$ cat src/rtl/antilog_shift_out.sv
// rtl/antilog_shift_out.sv - two-stage antilog reconstruction: mantissa barrel shift with saturation
// Stage 1 registers operands and decodes the shift; stage 2 shifts, saturates and holds the result.
module antilog_shift_out #(
  parameter int DWIDTH  = 16,
  parameter int M_WIDTH = 6
) (
  input  logic                       clk,
  input  logic                       rst_n,
  input  logic                       in_valid,
  output logic                       in_ready,
  input  logic [$clog2(DWIDTH):0]    in_final_k,
  input  logic [2*DWIDTH-1:0]        in_mantissa,
  input  logic                       in_zero,
  input  logic                       in_sign,
  output logic                       out_valid,
  input  logic                       out_ready,
  output logic [2*DWIDTH-1:0]        out_product,
  output logic                       out_sign,
  output logic                       out_ovf,
  output logic                       ovf_sticky,
  input  logic                       ovf_clr
);
  localparam int PW = 2 * DWIDTH;
  localparam int KW = $clog2(DWIDTH) + 1;

  logic              s1_valid_q, s2_valid_q;
  logic              s1_adv, s2_adv;
  logic              s1_zero_q, s1_sign_q, s1_left_q, s1_sat_q;
  logic [M_WIDTH:0]  s1_mant_q;
  logic [KW-1:0]     s1_amt_q;
  logic [PW-1:0]     s2_prod_q;
  logic              s2_sign_q, s2_ovf_q;
  logic              sticky_q, sticky_d;

  logic [31:0]       k_ext;
  logic              left_d, sat_d;
  logic [KW-1:0]     amt_d;
  logic [PW-1:0]     mant_ext, prod_d;
  logic              sign_d, ovf_d;
  logic              unused_mant_hi;

  assign unused_mant_hi = ^in_mantissa[PW-1:M_WIDTH+1];

  assign s2_adv   = !s2_valid_q || out_ready;
  assign s1_adv   = !s1_valid_q || s2_adv;
  assign in_ready = s1_adv;

  // The result saturates once its leading bit would reach the top product bit.
  always_comb begin
    k_ext  = 32'(in_final_k);
    left_d = (k_ext >= 32'(M_WIDTH));
    amt_d  = left_d ? KW'(k_ext - 32'(M_WIDTH)) : KW'(32'(M_WIDTH) - k_ext);
    sat_d  = ((k_ext + 32'd1) >= 32'(PW));
  end

  always_comb begin
    mant_ext = PW'(s1_mant_q);
    prod_d   = s1_left_q ? (mant_ext << s1_amt_q) : (mant_ext >> s1_amt_q);
    sign_d   = s1_sign_q;
    ovf_d    = 1'b0;
    if (s1_zero_q) begin
      prod_d = '0;
      sign_d = 1'b0;
    end else if (s1_sat_q) begin
      prod_d = '1;
      ovf_d  = 1'b1;
    end
  end

  always_comb begin
    sticky_d = sticky_q;
    if (out_valid && out_ready && out_ovf) begin
      sticky_d = 1'b1;
    end else if (ovf_clr) begin
      sticky_d = 1'b0;
    end
  end

  always_ff @(posedge clk or negedge rst_n) begin
    if (!rst_n) begin
      s1_valid_q <= 1'b0;
      s2_valid_q <= 1'b0;
      sticky_q   <= 1'b0;
    end else begin
      if (s1_adv) s1_valid_q <= in_valid;
      if (s2_adv) s2_valid_q <= s1_valid_q;
      sticky_q <= sticky_d;
    end
  end

  // Payload registers follow their stage enables; validity alone is reset.
  always_ff @(posedge clk) begin
    if (s1_adv) begin
      s1_zero_q <= in_zero;
      s1_sign_q <= in_sign;
      s1_mant_q <= in_mantissa[M_WIDTH:0];
      s1_left_q <= left_d;
      s1_amt_q  <= amt_d;
      s1_sat_q  <= sat_d;
    end
    if (s2_adv) begin
      s2_prod_q <= prod_d;
      s2_sign_q <= sign_d;
      s2_ovf_q  <= ovf_d;
    end
  end

  assign out_valid   = s2_valid_q;
  assign out_product = s2_valid_q ? s2_prod_q : '0;
  assign out_sign    = s2_valid_q & s2_sign_q;
  assign out_ovf     = s2_valid_q & s2_ovf_q;
  assign ovf_sticky  = sticky_q;

endmodule

$ cat config.mk
export PLATFORM = sky130hd
export DESIGN_NAME = antilog_shift_out
export DESIGN_NICKNAME = d
export VERILOG_FILES = /design/src/rtl/antilog_shift_out.sv
export SDC_FILE = /design/constraint.sdc
export NUM_CORES = 1
export LEC_CHECK = 0
export ABC_AREA = 0
export CORE_MARGIN = 5
export CORE_UTILIZATION = 40
export CTS_BUF_LIST = sky130_fd_sc_hd__clkbuf_4
export DETAILED_ROUTE_END_ITERATION = 10
export PLACE_DENSITY = 0.7
export SYNTH_ARGS = -nofsm -noshare
export SYNTH_HDL_FRONTEND = slang
export SYNTH_SLANG_ARGS = --single-unit
$ cat constraint.sdc
create_clock -name clk -period 2 [get_ports clk]
set_clock_uncertainty 0.2 [all_clocks]
set_input_delay 0.4 -clock clk [delete_from_list [all_inputs] [get_ports clk]]
set_output_delay 0.4 -clock clk [all_outputs]
set_load 0.01 [all_outputs]
==> summary.md <==
| Metric | Value |
|---|---|
| Number of synthesized flops with an enable pin | 50 |
| Critical hold path startpoint | s1_valid_q |
| Origin of the critical flop-to-flop path | s1_amt_q[0] |
| Hold Path Sink | out_valid |
| Detailed-route via count | 2,467 |
| Kind of critical path | reg -> out |
| Worst Reg2Reg Path Length in Cells | 5 |
| Clock edge transition at the registers on the reported setup and hold paths | 150 ps |
| Leading cell types by total area after synthesis | sky130_fd_sc_hd__edfxtp_1 46%, sky130_fd_sc_hd__and2_1 6.8%, sky130_fd_sc_hd__mux2i_1 3.1% |
| Top-level port count | 81 |
| Share of cell area taken by muxes after synthesis | 0.0870 |
| Sequential cell area fraction in the yosys report | 0.487 |
| Worst Hold Class | reg -> reg |
| MaxCap Viol Count | 0 |
| Worst-case hold slack | 285 ps |
| CTS tree | built |
| Count of final setup violators | 5 |
| Core Util, Final | 0.551 |
| Core ar. | 7810 sq um |
| Antenna violations before repair | 0 |
| Warnings from Yosys | 0 |
| Clock buffers created by TritonCTS | 5 |
| Global routing met3 resource utilization | 0.0271 |
| Fraction of layout instances using a drive strength above 1 | 0.371 |
| Total Nets Final | 414 |
| Sum of net half-perimeters after detailed placement | between 5 and 6 mm |
| Aggregate global routing overflow | 0 |
| Die height | 99.9 microns |
| Post-detailed-routing wire length | 7.41 mm |
| Average wire per cell in the routed design | 15.8 microns |
| Fraction of registers with async set/reset | 0.0566 |
| Overall Global Routing Usage | 0.149 |
| Met2 Track Usage GR | 0.274 |
| Number of pins exceeding their max-slew limit in the final report | 0 |
| Number of H-tree branching levels | 2 |
| Post-Layout Cell Count | between 400 and 500 |
| Cell variety after synth | 63 |
| Time the worst path needs with I/O delays and setup | 2090 ps |
| Leakage dissipation | 1.71 nW |
| Adder-cell share of the synthesized area | 0.0155 |
| Violated checks | setup timing |
| Total number of placement rows | 32 |
| Wire length of the first global-routing pass | 11.8 mm |
| Critical path endpoint category | output pin |
| Compound-cell area share of the yosys netlist | 0.156 |
| Post-route fraction of the period consumed by the critical path | 1.05 |
| Clk Tree Root Cell | sky130_fd_sc_hd__clkbuf_4 |
| DRC errors left | 0 |
| Maximum root-to-sink buffer count | 2 |
| Initial cell density of the core | 0.414 |
| Commonest cells in the synthesized netlist | 50 x sky130_fd_sc_hd__edfxtp_1, 35 x sky130_fd_sc_hd__and2_1, 19 x sky130_fd_sc_hd__nor2_1 |
| Basic-gate share of the synthesized area counting and, or, nand and nor cells | 0.190 |
| Placed standard-cell area | 4050 sq um |
| Required time of the critical path | approximately 1400 ps |
| Horiz. Die Dim | between 90 and 100 microns |
| Post-synthesis instance area | ~3200 sq um |
| Crit start category | flip-flop |
| Number of buffers added on ports | 55 |
| Arrival time at the worst endpoint | 1490 ps |
| Antenna Nets Post-Route | 0 |
| Max_slew headroom | 0.692 |
| Main flop type after synthesis | sky130_fd_sc_hd__edfxtp_1 |
| Xor/xnor cell area share of the yosys netlist | 0.00812 |
| Number of design-rule violations left by the first detailed-router iteration | 125 |
| Outcome | complete, but fails checks |
| Maximum vdd ir drop | 270 uV |
| Number of standard cells after synthesis | ~280 |
| Power density of the placed cells | between 600 and 700 nW/um^2 |
| Final-report hold violation count | 0 |
| Most frequently used cell type in the post-synthesis netlist | sky130_fd_sc_hd__edfxtp_1 |
| Per-instance average area after synthesis | around 11 sq um |
| Final instance area | approximately 4300 sq um |
| Iteration count of the initial detailed-routing pass | 4 |
| Via-per-instance ratio | 5.26 |
| Synthesis-stage register bit count | 53 |
| Worst Max-Slew Pin Slew | 462 ps |
| Number of stages on the worst hold path | 1 |
| Area fraction of the dominant cell type after synthesis | 0.464 |
| Worst R2R End | s2_prod_q[29] |
| Via count of the first global-routing pass | approximately 2,400 |
| Die area | about 10000 sq um |
| Highest attainable clock frequency | 478 MHz |
| Fillers | 698 |
| Cells after DPL | ~450 |
| Antenna diodes | 0 |
| Setup repair after global routing missed its margin | yes |
| Setup slack of the worst register-to-register path | 20 ps |
| Largest area contributor in the synthesized netlist | sky130_fd_sc_hd__edfxtp_1 |
| Worst skew pair latency | 380 ps |
| Met1 global-route usage | 0.175 |
| Number of clock sinks seen by CTS | 53 |
| Largest net degree at the start of global routing | 36 |
| Syn_nets | 330 |
| Global route hottest layer | met2 |
| Combinational family with the most area after synthesis | simple AND/OR/NAND/NOR gates |
| Worst setup margin | -91.0 ps |
| Area added between synthesis and finish | 33.1% |
| Worst-path maximum fanout | 5 |
| RePlAce Congestion | roughly 0.9 |
[worst max-delay path by stage]
stage	slack, ps	endpoint	startpoint	cells past startpoint
6_report	-90	out_product[23]	out_valid	5
5_1_grt	-150	out_product[23]	out_valid	5
4_1_cts	-130	out_product[6]	out_valid	5
3_5_place_dp	-380	s1_amt_q[3]	in_final_k[1]	5
3_3_place_gp	-330	s1_amt_q[3]	in_final_k[1]	5
2_1_floorplan	90	s2_ovf_q	out_valid	1
[repair_timing]
action | 4_1_cts | 5_1_grt
hold buffers | 1 | 0
buffers inserted | 7 | 4
endpoints found under the setup margin | 39 | 52
endpoints found under the hold margin | 3 | 0
cloned | 2 | 1
pin swaps | 0 | 4
gates resized for setup | 130 | 38
[metrics by stage]
step	power (mW)	setup slack [ps]	TNS, ps
floorplan	2.00	89.1	0
global placement	2.38	-326	-1340
detailed placement	2.40	-380	-1590
CTS	2.93	-125	-1450
global route	3.11	-146	-1080
finish	2.95	-91.0	-432
[kinds of logic after synthesis]
logic type | count (synthesis)
AOI/OAI and AO/OA | 72
xor gates and xnor gates | 3
adders and majority gates | 4
buffers and inverters | 32
DFF | 53
muxes | 20
and+or+nand+nor | 98
[state kept, by name (all words and copies together), names as in the netlist]
register,cells
s1_sat_q,1
s1_left_q,1
s1_mant_q,7
s1_valid_q,1
s1_zero_q,1
s1_sign_q,1
ovf_sticky,1
s2_ovf_q,1
s1_amt_q,5
s2_sign_q,1
s2_prod_q,32
out_valid,1
[power by group]
group	leakage (nW)	switching (mW)	internal, mW
clock	0.0316	0.350	0.140
sequential	0.557	0.0761	1.36
combinational	1.12	0.500	0.531
total	1.71	0.926	2.03
[metal layers]
metal	up-vias	wire length [microns]
met4	0	132
met3	11	435
met2	81	3850
li1	1217	-
met5	-	0
met1	1158	2990
[critical path, stage by stage (launching register included)]
cell and delay (ps):
sky130_fd_sc_hd__dfrtp_2 480, sky130_fd_sc_hd__buf_12 150, sky130_fd_sc_hd__buf_16 130, sky130_fd_sc_hd__buf_12 120, sky130_fd_sc_hd__and2_4 130, sky130_fd_sc_hd__buf_6 110
[cell type report]
class	instances	area [sq um]	area share
Tap cell	102	128	0.0296
Inverter	9	33.8	0.00785
Multi-Input combinational cell	197	1570	0.364
Sequential cell	53	1580	0.366
Timing Repair Buffer	100	942	0.219
Clock buffer	5	37.5	0.00872
Clock inverter	3	21.3	0.00494
[cell usage in the layout, fill, tap and decap left out, types with 5 or more instances in the layout]
master	n
sky130_fd_sc_hd__inv_1	8
sky130_fd_sc_hd__o22ai_1	5
sky130_fd_sc_hd__mux2i_4	7
sky130_fd_sc_hd__buf_12	7
sky130_fd_sc_hd__buf_6	21
sky130_fd_sc_hd__nand2_1	9
sky130_fd_sc_hd__clkbuf_4	5
sky130_fd_sc_hd__clkdlybuf4s50_1	19
sky130_fd_sc_hd__mux2i_1	8
sky130_fd_sc_hd__o21ai_1	16
sky130_fd_sc_hd__buf_4	30
sky130_fd_sc_hd__clkbuf_2	17
sky130_fd_sc_hd__a21oi_1	11
sky130_fd_sc_hd__edfxtp_1	50
sky130_fd_sc_hd__nand2b_1	6
sky130_fd_sc_hd__and2_1	19
sky130_fd_sc_hd__nor2_1	19
sky130_fd_sc_hd__o21ai_0	7
sky130_fd_sc_hd__and2_4	16
Power figures use the tool's default switching activity.
